**config.mk**
```make
export PLATFORM = sky130hd
export DESIGN_NAME = div_issue_8
export DESIGN_NICKNAME = d
export VERILOG_FILES = /design/src/rtl/div_pkg.sv /design/src/rtl/div_req_fifo.sv /design/src/rtl/div_issue_8.sv
export SDC_FILE = /design/constraint.sdc
export NUM_CORES = 1
export LEC_CHECK = 0
export ABC_AREA = 1
export CORE_MARGIN = 1.5
export CORE_UTILIZATION = 56
export DETAILED_ROUTE_END_ITERATION = 6
export DONT_BUFFER_PORTS = 1
export PLACE_DENSITY = 0.72
export SYNTH_ARGS = -nofsm -noshare
export SYNTH_HDL_FRONTEND = slang
export SYNTH_SLANG_ARGS = --single-unit
export TNS_END_PERCENT = 100
```
**constraint.sdc**
```tcl
create_clock -name clk -period 2.25 [get_ports clk]
set_input_delay 0 -clock clk [delete_from_list [all_inputs] [get_ports clk]]
set_output_delay 0 -clock clk [all_outputs]
set_load 0.02 [all_outputs]
```
**src/rtl/div_pkg.sv**
```systemverilog
// Shared definitions for the divide request scheduler.
//   DATA_W              operand / result width
//   ST_OK/ST_DZ/ST_OVF  result status codes
//   div_state_t         scheduler FSM states
//   MIN_NEG/NEG_ONE     operands of the one signed overflow case
//   classify()          decides whether a request can bypass the divider
package div_pkg;

    localparam int DATA_W = 8;

    localparam logic [1:0] ST_OK  = 2'b00;
    localparam logic [1:0] ST_DZ  = 2'b01;
    localparam logic [1:0] ST_OVF = 2'b10;

    localparam logic [DATA_W-1:0] MIN_NEG  = 8'h80;
    localparam logic [DATA_W-1:0] NEG_ONE  = 8'hFF;
    localparam logic [DATA_W-1:0] ALL_ONES = 8'hFF;

    typedef enum logic [1:0] {
        S_IDLE,
        S_WAIT,
        S_OUT
    } div_state_t;

    // Divide-by-zero would never terminate in the divider, and -128/-1 has no
    // representable quotient, so both are answered without starting it.
    function automatic logic [1:0] classify(input logic [DATA_W-1:0] a,
                                            input logic [DATA_W-1:0] b);
        if (b == '0)
            return ST_DZ;
        if (a == MIN_NEG && b == NEG_ONE)
            return ST_OVF;
        return ST_OK;
    endfunction

endpackage

```
**src/rtl/div_req_fifo.sv**
```systemverilog
// Synchronous show-ahead FIFO holding tagged divide requests.
//   clk, rst    clock, synchronous active-high reset
//   push, din   write request and data (ignored when full)
//   pop         read request (ignored when empty)
//   dout        head entry, valid combinationally while !empty
//   full/empty  occupancy flags
module div_req_fifo
    import div_pkg::*;
#(
    parameter int WIDTH = 18,
    parameter int DEPTH = 4
) (
    input  logic             clk,
    input  logic             rst,
    input  logic             push,
    input  logic             pop,
    input  logic [WIDTH-1:0] din,
    output logic [WIDTH-1:0] dout,
    output logic             full,
    output logic             empty
);

    localparam int AW = $clog2(DEPTH);

    logic [WIDTH-1:0] mem [DEPTH];
    // One extra pointer bit distinguishes full from empty when indices match.
    logic [AW:0]      wr_ptr;
    logic [AW:0]      rd_ptr;

    assign empty = (wr_ptr == rd_ptr);
    assign full  = (wr_ptr[AW] != rd_ptr[AW]) && (wr_ptr[AW-1:0] == rd_ptr[AW-1:0]);
    assign dout  = mem[rd_ptr[AW-1:0]];

    always_ff @(posedge clk) begin
        if (rst) begin
            wr_ptr <= '0;
            rd_ptr <= '0;
        end else begin
            if (push && !full)
                wr_ptr <= wr_ptr + (AW+1)'(1);
            if (pop && !empty)
                rd_ptr <= rd_ptr + (AW+1)'(1);
        end
    end

    always_ff @(posedge clk) begin
        if (push && !full)
            mem[wr_ptr[AW-1:0]] <= din;
    end

endmodule

```
**src/rtl/div_issue_8.sv**
```systemverilog
// Request scheduler in front of the 8-bit signed iterative divider.
//   req_valid/req_ready/req_a/req_b/req_tag   tagged request input (FIFO push)
//   div_start/div_src1/div_src2               one-cycle start and operands to divider
//   div_q/div_r/div_done                      divider result and completion pulse
//   res_valid/res_ready/res_q/res_r/res_tag/res_status   result output
//   busy                                      FSM active or requests queued
//
// state  | meaning
// S_IDLE | no divide outstanding; pops the FIFO head when one is present
// S_WAIT | divider started, waiting for div_done
// S_OUT  | result held on res_* until res_ready
module div_issue_8
    import div_pkg::*;
#(
    parameter int DEPTH = 4,
    parameter int TAG_W = 2
) (
    input  logic              clk,
    input  logic              rst,
    input  logic              req_valid,
    output logic              req_ready,
    input  logic [7:0]        req_a,
    input  logic [7:0]        req_b,
    input  logic [TAG_W-1:0]  req_tag,
    output logic              div_start,
    output logic [7:0]        div_src1,
    output logic [7:0]        div_src2,
    input  logic [7:0]        div_q,
    input  logic [7:0]        div_r,
    input  logic              div_done,
    output logic              res_valid,
    input  logic              res_ready,
    output logic [7:0]        res_q,
    output logic [7:0]        res_r,
    output logic [TAG_W-1:0]  res_tag,
    output logic [1:0]        res_status,
    output logic              busy
);

    localparam int ENT_W = 2*DATA_W + TAG_W;

    div_state_t        state;
    div_state_t        state_nxt;

    logic              fifo_full;
    logic              fifo_empty;
    logic              push;
    logic              pop;
    logic [ENT_W-1:0]  fifo_din;
    logic [ENT_W-1:0]  fifo_dout;
    logic [7:0]        head_a;
    logic [7:0]        head_b;
    logic [TAG_W-1:0]  head_tag;
    logic [1:0]        head_class;
    logic [TAG_W-1:0]  tag_q;

    // req_ready deliberately ignores a same-cycle pop.
    assign req_ready  = !fifo_full;
    assign push       = req_valid && !fifo_full;
    assign pop        = (state == S_IDLE) && !fifo_empty;
    assign fifo_din   = {req_tag, req_a, req_b};
    assign {head_tag, head_a, head_b} = fifo_dout;
    assign head_class = classify(head_a, head_b);
    assign busy       = (state != S_IDLE) || !fifo_empty;

    div_req_fifo #(
        .WIDTH (ENT_W),
        .DEPTH (DEPTH)
    ) u_fifo (
        .clk   (clk),
        .rst   (rst),
        .push  (push),
        .pop   (pop),
        .din   (fifo_din),
        .dout  (fifo_dout),
        .full  (fifo_full),
        .empty (fifo_empty)
    );

    always_ff @(posedge clk) begin
        if (rst)
            state <= S_IDLE;
        else
            state <= state_nxt;
    end

    always_comb begin
        state_nxt = state;
        case (state)
            S_IDLE: begin
                if (!fifo_empty)
                    state_nxt = (head_class == ST_OK) ? S_WAIT : S_OUT;
            end
            S_WAIT: begin
                if (div_done)
                    state_nxt = S_OUT;
            end
            S_OUT: begin
                if (res_ready)
                    state_nxt = S_IDLE;
            end
            default: state_nxt = S_IDLE;
        endcase
    end

    always_ff @(posedge clk) begin
        if (rst) begin
            div_start  <= 1'b0;
            div_src1   <= '0;
            div_src2   <= '0;
            res_valid  <= 1'b0;
            res_q      <= '0;
            res_r      <= '0;
            res_tag    <= '0;
            res_status <= ST_OK;
            tag_q      <= '0;
        end else begin
            div_start <= 1'b0;
            case (state)
                S_IDLE: begin
                    if (!fifo_empty) begin
                        case (head_class)
                            ST_DZ: begin
                                // Quotient of all ones, remainder is the dividend.
                                res_q      <= ALL_ONES;
                                res_r      <= head_a;
                                res_status <= ST_DZ;
                                res_tag    <= head_tag;
                                res_valid  <= 1'b1;
                            end
                            ST_OVF: begin
                                // -128/-1 wraps back to -128 with no remainder.
                                res_q      <= MIN_NEG;
                                res_r      <= '0;
                                res_status <= ST_OVF;
                                res_tag    <= head_tag;
                                res_valid  <= 1'b1;
                            end
                            default: begin
                                div_src1  <= head_a;
                                div_src2  <= head_b;
                                div_start <= 1'b1;
                                tag_q     <= head_tag;
                            end
                        endcase
                    end
                end
                S_WAIT: begin
                    if (div_done) begin
                        res_q      <= div_q;
                        res_r      <= div_r;
                        res_status <= ST_OK;
                        res_tag    <= tag_q;
                        res_valid  <= 1'b1;
                    end
                end
                S_OUT: begin
                    if (res_ready)
                        res_valid <= 1'b0;
                end
                default: ;
            endcase
        end
    end

endmodule
```
==> metrics.txt <==
# TYPE chip_impl_metric gauge
chip_impl_metric{name="dpl-instance-area",unit="mm2"} 0.00539
chip_impl_metric{name="post_synth_instance_area",unit="mm2"} 0.00523
chip_impl_metric{name="detailroute.via_count",unit=""} 4007
chip_impl_metric{name="final_core_utilization",unit="%"} 70.5
chip_impl_info{name="worst_setup_path_start_kind",value="flop"} 1
chip_impl_metric{name="groute.layer.met3.usage",unit="%"} 6.68
chip_impl_metric{name="avgViaCountPerCell",unit=""} 5.29
chip_impl_metric{name="global_route.usage.met1",unit="%"} 32.9
chip_impl_metric{name="routedWlPerCell",unit="um"} 15.7
chip_impl_metric{name="dpl_ws",unit="ns"} 0.00143
chip_impl_info{name="timing.hold.worst_endpoint",value="state[1]"} 1
chip_impl_metric{name="die-width",unit="um"} 99.6
chip_impl_metric{name="timing.hold.ws",unit="ns"} 0.0894
chip_impl_info{name="layout_common_cells",value="nand2_1, nor2_1, edfxtp_1"} 1
chip_impl_metric{name="reg2regPathDepth",unit=""} 15
chip_impl_metric{name="die-area",unit="mm2"} 0.00992
chip_impl_info{name="timing.critical_path.max_delay_family",value="simple AND/OR/NAND/NOR gates"} 1
chip_impl_metric{name="grt_pass1_wl",unit="mm"} 19.1
chip_impl_metric{name="grt_start_max_net_pins",unit=""} 37
chip_impl_info{name="regToRegEndpoint",value="res_r[6]"} 1
chip_impl_info{name="mostFrequentLayoutCell",value="nand2_1"} 1
chip_impl_metric{name="fmaxAchievable",unit="GHz"} 0.480
chip_impl_metric{name="static-leakage-power",unit="nW"} 2.73
chip_impl_metric{name="synth.net_count",unit=""} 616
chip_impl_metric{name="global_route.overflow_total",unit=""} 0
chip_impl_metric{name="timing.max_slew.rel_slack",unit="%"} 66.6
chip_impl_metric{name="start_util",unit="%"} 57.1
chip_impl_info{name="crit_path_end_kind",value="flop"} 1
chip_impl_metric{name="synth.avg_cell_area",unit="um2"} 9.14
chip_impl_metric{name="crit_path_max_fanout",unit=""} 23
chip_impl_metric{name="grt.met2_usage",unit="%"} 41.0
chip_impl_metric{name="num-fill-cells",unit=""} 684
chip_impl_metric{name="postLayoutSetupSlackWorst",unit="ns"} 0.167
chip_impl_metric{name="multi_input_area",unit="mm2"} 0.00170
chip_impl_metric{name="synth-async-reset-ratio",unit="%"} 0
chip_impl_metric{name="setup-tns-final",unit="ns"} 0
chip_impl_info{name="cpMaxStageDelayCell",value="dfxtp_2"} 1
chip_impl_info{name="critPathKind",value="flop to flop"} 1
chip_impl_info{name="cts_root_buffer_type",value="clkbuf_8"} 1
chip_impl_metric{name="path_buf_inv",unit=""} 3
chip_impl_metric{name="seq_area_frac_synth",unit="%"} 60.5
chip_impl_info{name="timing.critical_path.cells",value="buf_12 > buf_12 > nand2_1 > nand3_1 > nand2_1 > nor2_1 > nand2_1 > nor2_2 > nand2_2 > nand2_4 > nand3_4 > buf_12 > nand2_1 > nand2_1 > nor2_1"} 1
chip_impl_metric{name="final-hold-violation-count",unit=""} 0
chip_impl_metric{name="finalWeightedCongestion",unit=""} 0.941
chip_impl_info{name="tritoncts",value="built"} 1
chip_impl_metric{name="io_pins",unit=""} 79
chip_impl_info{name="synthFlopType",value="edfxtp_1"} 1
chip_impl_info{name="grt_busiest_layer",value="met2"} 1
chip_impl_metric{name="clock_tree.buffer_depth",unit=""} 2
chip_impl_metric{name="drcViolationCount",unit=""} 0
chip_impl_metric{name="area_of_the_core",unit="mm2"} 0.00915
chip_impl_metric{name="antenna_found_initial",unit=""} 0
chip_impl_metric{name="post-dp-hpwl",unit="mm"} 7.73
chip_impl_metric{name="finalMaxSlewViolations",unit=""} 0
chip_impl_metric{name="flow.area_growth_from_synthesis",unit="%"} 23.5
chip_impl_metric{name="report.final.setup_viol",unit=""} 0
chip_impl_info{name="worstHoldStart",value="res_ready"} 1
chip_impl_metric{name="ff_latch_area",unit="mm2"} 0.00316
chip_impl_metric{name="final.setup_skew",unit="ns"} 0.00941
chip_impl_metric{name="worst_slew_pin_slew",unit="ns"} 0.500
chip_impl_metric{name="critPathMaxStageDelay",unit="ns"} 0.36
chip_impl_metric{name="synth_edf_count",unit=""} 72
chip_impl_metric{name="crit_share_post_route",unit="%"} 92.6
chip_impl_metric{name="vias_in_the_first_global_route",unit=""} 3859
chip_impl_metric{name="timing.critical_path.required",unit="ns"} 2.70
chip_impl_metric{name="whs_path_depth",unit=""} 3
chip_impl_metric{name="ir_worst_vdd",unit="mV"} 0.650
chip_impl_info{name="holdCritPathClass",value="primary input to flop"} 1
chip_impl_metric{name="drt.antenna.violating_nets",unit=""} 0
chip_impl_metric{name="ys_seq_elements",unit=""} 122
chip_impl_metric{name="groute.usage.overall",unit="%"} 25.5
chip_impl_metric{name="post-route-min-period",unit="ns"} 2.08
chip_impl_metric{name="summed_area_of_non_filler_cells_in_the_final_layout",unit="mm2"} 0.00646
chip_impl_metric{name="drtPass1Iterations",unit=""} 5
chip_impl_metric{name="post_route_cells_drive_above_1_share",unit="%"} 13.3
chip_impl_info{name="critPathMostFrequentCell",value="nand2_1"} 1
chip_impl_metric{name="fp.dieH",unit="um"} 99.6
chip_impl_metric{name="cts_inserted_buffers",unit=""} 17
chip_impl_metric{name="synth_cell_type_count",unit=""} 32
chip_impl_metric{name="clk-insertion-delay-late",unit="ns"} 0.52
chip_impl_metric{name="number_of_h_tree_branching_levels",unit=""} 4
chip_impl_metric{name="ff2ff_setup_slack",unit="ns"} 0.17
chip_impl_metric{name="numClockSinks",unit=""} 122
chip_impl_metric{name="clk_pin_slew",unit="ns"} 0.06
chip_impl_metric{name="port_buffers",unit=""} 0
chip_impl_metric{name="routed_wire_length",unit="mm"} 11.9
chip_impl_metric{name="dr.first_iter.drc_count",unit=""} 326
chip_impl_metric{name="cellPowerDensity",unit="mW/mm2"} 1440
chip_impl_metric{name="synth_cells",unit=""} 572
chip_impl_metric{name="synthesis.yosys.warnings",unit=""} 0
chip_impl_metric{name="row_count",unit=""} 35
chip_impl_metric{name="max-cap-violations",unit=""} 0
chip_impl_metric{name="num-nets-final",unit=""} 678
chip_impl_metric{name="num_antenna_cells",unit=""} 0
chip_impl_metric{name="worstPathArrival",unit="ns"} 2.54
chip_impl_info{name="outcome",value="finished clean"} 1
==> layout make-up <==
class | count | area share, %
Sequential cell | 122 | 49.0
Multi-Input combinational cell | 377 | 26.4
Timing Repair Buffer | 66 | 10.1
Clock buffer | 20 | 7.05
Inverter | 50 | 3.14
Tap cell | 111 | 2.15
Clock inverter | 12 | 2.13
==> repair_timing <==
| item | 4_1_cts | 5_1_grt |
|---|---|---|
| hold buffers | 37 | 0 |
| hold endpoints to repair | 122 | 0 |
| setup endpoints to repair | 11 | 38 |
| setup buffers | 4 | 4 |
| pin swaps | 1 | 3 |
| gates resized for setup | 0 | 12 |
==> kinds of logic (layout without fill, tap and decap cells) <==
kind of cell	Yosys count	count (layout)	share of synthesized area (%)
AND/OR/NAND/NOR	311	311	24.8
flip-flops	122	122	60.5
buffers and inverters	73	148	7.23
AO/OA/AOI/OAI	59	59	5.94
adder cells (fa/ha/maj)	5	5	1.20
XOR/XNOR	2	2	0.335
==> cell usage after synthesis, types with 4 or more instances <==
master	n	area [um2]
a21oi_1	26	130
edfxtp_1	72	2160
nand3_1	31	155
inv_1	46	173
buf_2	6	30.0
nand3_2	6	60.1
ha_1	5	62.6
nand4_1	4	25.0
o21ai_0	28	140
dfxtp_1	50	1000
clkbuf_1	5	18.8
buf_6	9	101
nor2_1	75	282
nand2_1	186	698
==> routing by layer <==
layer  part of all wire, %  vias to the layer above
met5                     0                        -
met4                   1.7                        0
met3                   6.5                       18
met2                    49                      140
met1                    43                     1866
li1                      -                     1983
==> worst max path at each step <==
stage                             to  depth (start not counted)              from  slack [ns]
finish                      res_r[6]                         15              flop        0.17
floorplan           u_fifo.mem[3][0]                          5  u_fifo.wr_ptr[0]        0.06
global placement            res_r[2]                         14              flop        0.11
global route                res_r[0]                         16              flop       -0.01
detailed placement          res_q[0]                         15              flop       0.001
CTS                      div_src2[3]                         12              flop        0.05
==> power by group <==
group          internal (W)  total (W)  switching (W)  leakage [nW]
Combinational       0.00119    0.00325        0.00207          1.37
Clock               0.00167    0.00269        0.00101         0.290
Sequential          0.00278    0.00333       0.000554          1.07
==> state kept, by name, summed over array words and instances (netlist names), named ones only <==
register       count
state              2
div_start          1
res_status         2
div_src1           8
res_tag            2
res_q              8
u_fifo.mem        72
div_src2           8
u_fifo.wr_ptr      3
u_fifo.rd_ptr      3
res_r              8
tag_q              2
res_valid          1
==> worst reg2reg max path, stage by stage (launching register included) <==
cell and delay [ns]:
dfxtp_2 0.36, buf_12 0.16, buf_12 0.14, nand2_1 0.06, nand3_1 0.09, nand2_1 0.12, nor2_1 0.13, nand2_1 0.10
nor2_2 0.12, nand2_2 0.09, nand2_4 0.13, nand3_4 0.11, buf_12 0.18, nand2_1 0.06, nand2_1 0.05, nor2_1 0.11
==> through the flow <==
step | total power, W | cells
2_1_floorplan | 0.00554 | 572
3_3_place_gp | 0.00615 | 681
3_5_place_dp | 0.00625 | 681
4_1_cts | 0.00914 | 754
5_1_grt | 0.00984 | 758
6_report | 0.00927 | 758
(Power assumes the default switching activity.)
